$ cat src/rtl/acc_sat_param.sv
// Framed signed accumulator with selectable saturating or wrap-around arithmetic.
// Collects LEN samples per frame, then holds the sum until the consumer accepts it.
module acc_sat_param #(
  parameter int WIDTH    = 16,
  parameter int IN_WIDTH = 16,
  parameter int LEN      = 8
) (
  input  logic                         acc_clk_i,
  input  logic                         acc_nreset_i,
  input  logic                         clear_i,
  input  logic                         sat_en_i,
  input  logic                         in_valid_i,
  output logic                         in_ready_o,
  input  logic [IN_WIDTH-1:0]          data_i,
  output logic                         out_valid_o,
  input  logic                         out_ready_i,
  output logic [WIDTH-1:0]             result_o,
  output logic                         ovf_o,
  output logic [$clog2(LEN+1)-1:0]     count_o
);

  localparam int CW = $clog2(LEN+1);
  localparam logic [CW-1:0] LAST = CW'(LEN-1);

  typedef enum logic {ACCUM, HOLD} state_e;

  state_e          state_q, state_d;
  logic [WIDTH-1:0] acc_q, acc_d;
  logic [CW-1:0]   count_q, count_d;
  logic            ovf_q, ovf_d;

  logic            accept;
  logic [WIDTH:0]  sum;
  logic            sum_ovf;
  logic [WIDTH-1:0] sum_fixed;

  assign accept = in_valid_i && (state_q == ACCUM) && !clear_i;

  // Overflow iff the two top bits of the WIDTH+1-bit sum disagree; the top bit gives the clamp direction.
  always_comb begin
    sum       = {acc_q[WIDTH-1], acc_q}
              + {{(WIDTH+1-IN_WIDTH){data_i[IN_WIDTH-1]}}, data_i};
    sum_ovf   = sum[WIDTH] ^ sum[WIDTH-1];
    sum_fixed = sum[WIDTH-1:0];
    if (sum_ovf && sat_en_i) begin
      sum_fixed = {sum[WIDTH], {(WIDTH-1){~sum[WIDTH]}}};
    end
  end

  always_ff @(posedge acc_clk_i or negedge acc_nreset_i) begin
    if (!acc_nreset_i) begin
      state_q <= ACCUM;
    end else begin
      state_q <= state_d;
    end
  end

  always_comb begin
    state_d = state_q;
    if (clear_i) begin
      state_d = ACCUM;
    end else begin
      case (state_q)
        ACCUM:   if (accept && count_q == LAST) state_d = HOLD;
        HOLD:    if (out_ready_i) state_d = ACCUM;
        default: state_d = ACCUM;
      endcase
    end
  end

  always_comb begin
    in_ready_o  = (state_q == ACCUM);
    out_valid_o = (state_q == HOLD);
  end

  always_comb begin
    acc_d   = acc_q;
    count_d = count_q;
    ovf_d   = ovf_q;
    if (clear_i || (state_q == HOLD && out_ready_i)) begin
      acc_d   = '0;
      count_d = '0;
      ovf_d   = 1'b0;
    end else if (accept) begin
      acc_d   = sum_fixed;
      count_d = count_q + CW'(1);
      ovf_d   = ovf_q | sum_ovf;
    end
  end

  always_ff @(posedge acc_clk_i or negedge acc_nreset_i) begin
    if (!acc_nreset_i) begin
      acc_q   <= '0;
      count_q <= '0;
      ovf_q   <= 1'b0;
    end else begin
      acc_q   <= acc_d;
      count_q <= count_d;
      ovf_q   <= ovf_d;
    end
  end

  assign result_o = acc_q;
  assign ovf_o    = ovf_q;
  assign count_o  = count_q;

endmodule

$ cat config.mk
export PLATFORM = sky130hd
export DESIGN_NAME = acc_sat_param
export DESIGN_NICKNAME = d
export VERILOG_FILES = /design/src/rtl/acc_sat_param.sv
export SDC_FILE = /design/constraint.sdc
export NUM_CORES = 1
export LEC_CHECK = 0
export CAP_MARGIN = 25
export CORE_MARGIN = 2
export CORE_UTILIZATION = 35
export DETAILED_ROUTE_END_ITERATION = 6
export PLACE_DENSITY = 0.56
export SLEW_MARGIN = 5
export SYNTH_ARGS = -nofsm -noshare
export SYNTH_HDL_FRONTEND = slang
export SYNTH_SLANG_ARGS = --single-unit
$ cat constraint.sdc
create_clock -name acc_clk_i -period 2.94 [get_ports acc_clk_i]
set_clock_uncertainty 0.1 [all_clocks]
set_input_delay 0.294 -clock acc_clk_i [delete_from_list [all_inputs] [get_ports acc_clk_i]]
set_output_delay 0.294 -clock acc_clk_i [all_outputs]
set_load 0.005 [all_outputs]
==> flow_summary.toml <==
[sta]
hold_slack_ns = 0.281
period_share_pct = 88.1
grt_setup_unrepaired = "no"
tightest_slew_ns = 0.430
drv_slew = 0
slew_headroom_pct = 71.3
hold_violations = 0
min_period_ns = 2.59
setup_viol = 0
max_freq_mhz = 386
finalWorstSetupSlack_ns = 0.351

[floorplan]
initial_core_util_pct = 36.1
core_um2 = 5470
die_area_um2 = 6260
io_pins = 45
die_h_um = 79.1
num_rows = 27
die_x_um = 79.1

[logic_synthesis]
synth_cell_type_count = 56
yosys.area_share.xor_xnor_pct = 4.43
synth-compound-area-share_pct = 35.7
synth_top_area_share_pct = 27.9
synth_top_family_by_area = "compound AO/OA/AOI/OAI gates"
syn_avg_cell_area_um2 = 8.98
synth_mux_area_share_pct = 0.507
synth-async-reset-ratio_pct = 100
synth_adder_area_share_pct = 11.8
synthesis.instances = 220
post_synth_instance_area_um2 = 1980
yosysWarnings = 0
synth-seq-cells = 22
synth_fp_nets = 260
synth_area_leaders = "dfrtp_1, ha_1, nand2_1, a21oi_1, a22oi_2"
seq_area_frac_synth_pct = 27.9
synth-simple-area-share_pct = 16.3
synth_area_leader_cell = "dfrtp_1"
synth_edf_count = 0
ys.flop_type = "dfrtp_1"

[global_routing]
grt_pass1_wl_mm = 8.51
grt-ovfl-total = 0
grt_pass1_vias = 1815
grt.total_usage_pct = 16.7
grt_max_degree = 23
antenna_found_initial = 0

[drt]
drcViolationCount = 0
vias = 1882
post_drt_wl_per_cell_um = 14.1
vias_per_cell = 5.33
antenna_left = 0
drt-initial-drc-count = 52
wirelength_mm = 4.99
firstDrtPassIters = 4

[cells_and_area]
fill_cells = 543
nets = 322
layout_commonest_cell = "clkdlybuf4s50_1"
regArea_um2 = 551
mostFrequentLayoutCells = "clkdlybuf4s50_1, nand2_1, dfrtp_1"
drive_gt1_share_pct = 16.4
antennaDiodeCount = 0
synthToLayoutAreaGrowth_pct = 37.4
multi_input_area_um2 = 1360

[status]
status = "finished, final reports clean"

[worst_setup_path]
cp.arrival_ns = 2.68
cp.required_ns = 3.03
start_kind = "input port"
path_max_fanout = 6
crit_type = "in -> reg"
cp-end-kind = "flip-flop"

[place]
numPortBuffers = 44
dp_slack_ns = -0.0434
dp_hpwl_mm = 3.97
place_congestion = 0.931

[min_path]
hold_path_class = "in -> async"

[clock_tree]
clock_latency_ns = 0.27
cts_buffers = 3
cts_tree = "done"
postCtsSetupRepairBufs = 0
cts_max_path_buffers = 2
cts-root-buf = "clkbuf_8"
cts_sinks = 22
clk_pin_slew_ns = 0.09
htreeDepth = 1

[pwr]
powerDensity_nw_per_um2 = 572
power_uw = 1550
ir_worst_vdd_v = 0.000255
static-leakage-power_uw = 0.00112

[flow_run]
cap_violations = 0
[Yosys cell counts, types with 4 or more instances]
master,number
inv_1,6
dfrtp_1,22
nand2_1,29
o21ai_0,9
a22oi_2,8
a21oi_1,20
nor2_1,13
a21boi_0,5
a21o_1,4
ha_1,17
xnor2_1,7
a22oi_1,6
nand3_1,5
[flip-flops by register name, summed over array words and instances (netlist names)]
signal and flops:
result_o 16, out_valid_o 1, ovf_o 1, count_o 4
[layer usage]
layer,share of wire (%),track usage (%),up-vias
met5,0,0,-
met4,0.92,4.14,0
met3,3.2,1.59,4
met2,49,29.1,30
met1,47,22.1,891
li1,-,-,957
[logic make-up (layout without fill, tap and decap cells)]
logic type                 Yosys count  after routing
DFF                                 22             22
AOI/OAI and AO/OA                   89             89
xor gates and xnor gates            10             10
and+or+nand+nor                     67             67
muxes                                1              1
buffers and inverters               13             74
adders and majority gates           18             18
[worst max-delay path, stage by stage]
cell	delay [ns]
clkdlybuf4s50_1	0.41
ha_1	0.22
fa_1	0.40
a211oi_2	0.26
nor3_2	0.10
o21ai_1	0.26
a211o_1	0.16
o2111ai_2	0.20
buf_4	0.23
a22oi_1	0.15
[power by group]
part	internal (µW)	leakage (µW)	switching (µW)	total (µW)
Sequential	355	0.000295	49.0	404
Combinational	429	0.000794	423	852
Clock	182	0.0000357	114	296
[repair_timing]
action,in CTS,in global routing
hold endpoints to repair,0,0
setup endpoints to repair,0,1
gates resized for setup,0,1
hold buffers,0,0
[worst paths after layout]
path,start,slack (ns),endpoint,cells after the start
worst max register to register,result_o[0],0.37,result_o[4],9
worst min register to register,ovf_o,0.45,ovf_o,2
worst max-delay path,data_i[0],0.35,result_o[4],10
worst min-delay path,acc_nreset_i,0.28,result_o[0],2
min in group acc_clk_i,ovf_o,0.45,ovf_o,2
max in group asynchronous,acc_nreset_i,2.23,result_o[3],2
[area by class of cell]
class	count	share of cell area, %
clock buffers	3	1.52
clock inverters	1	1.11
inverters	6	0.830
multi-input cells	185	50.3
flip-flops and latches	22	20.3
well taps	72	3.32
repair buffers	64	22.7
[through the flow]
stage / utilization [%] / instances / TNS [ns] / cell area (µm²)
global placement: 48.2 / 349 / 0 / 2640
finish: 49.6 / 353 / 0 / 2710
detailed placement: 48.2 / 349 / -0.176 / 2640
floorplan: - / 220 / 0 / 1980
global route: 49.6 / 353 / 0 / 2710
CTS: 49.5 / 353 / 0 / 2710
Power figures use the tool's default switching activity.
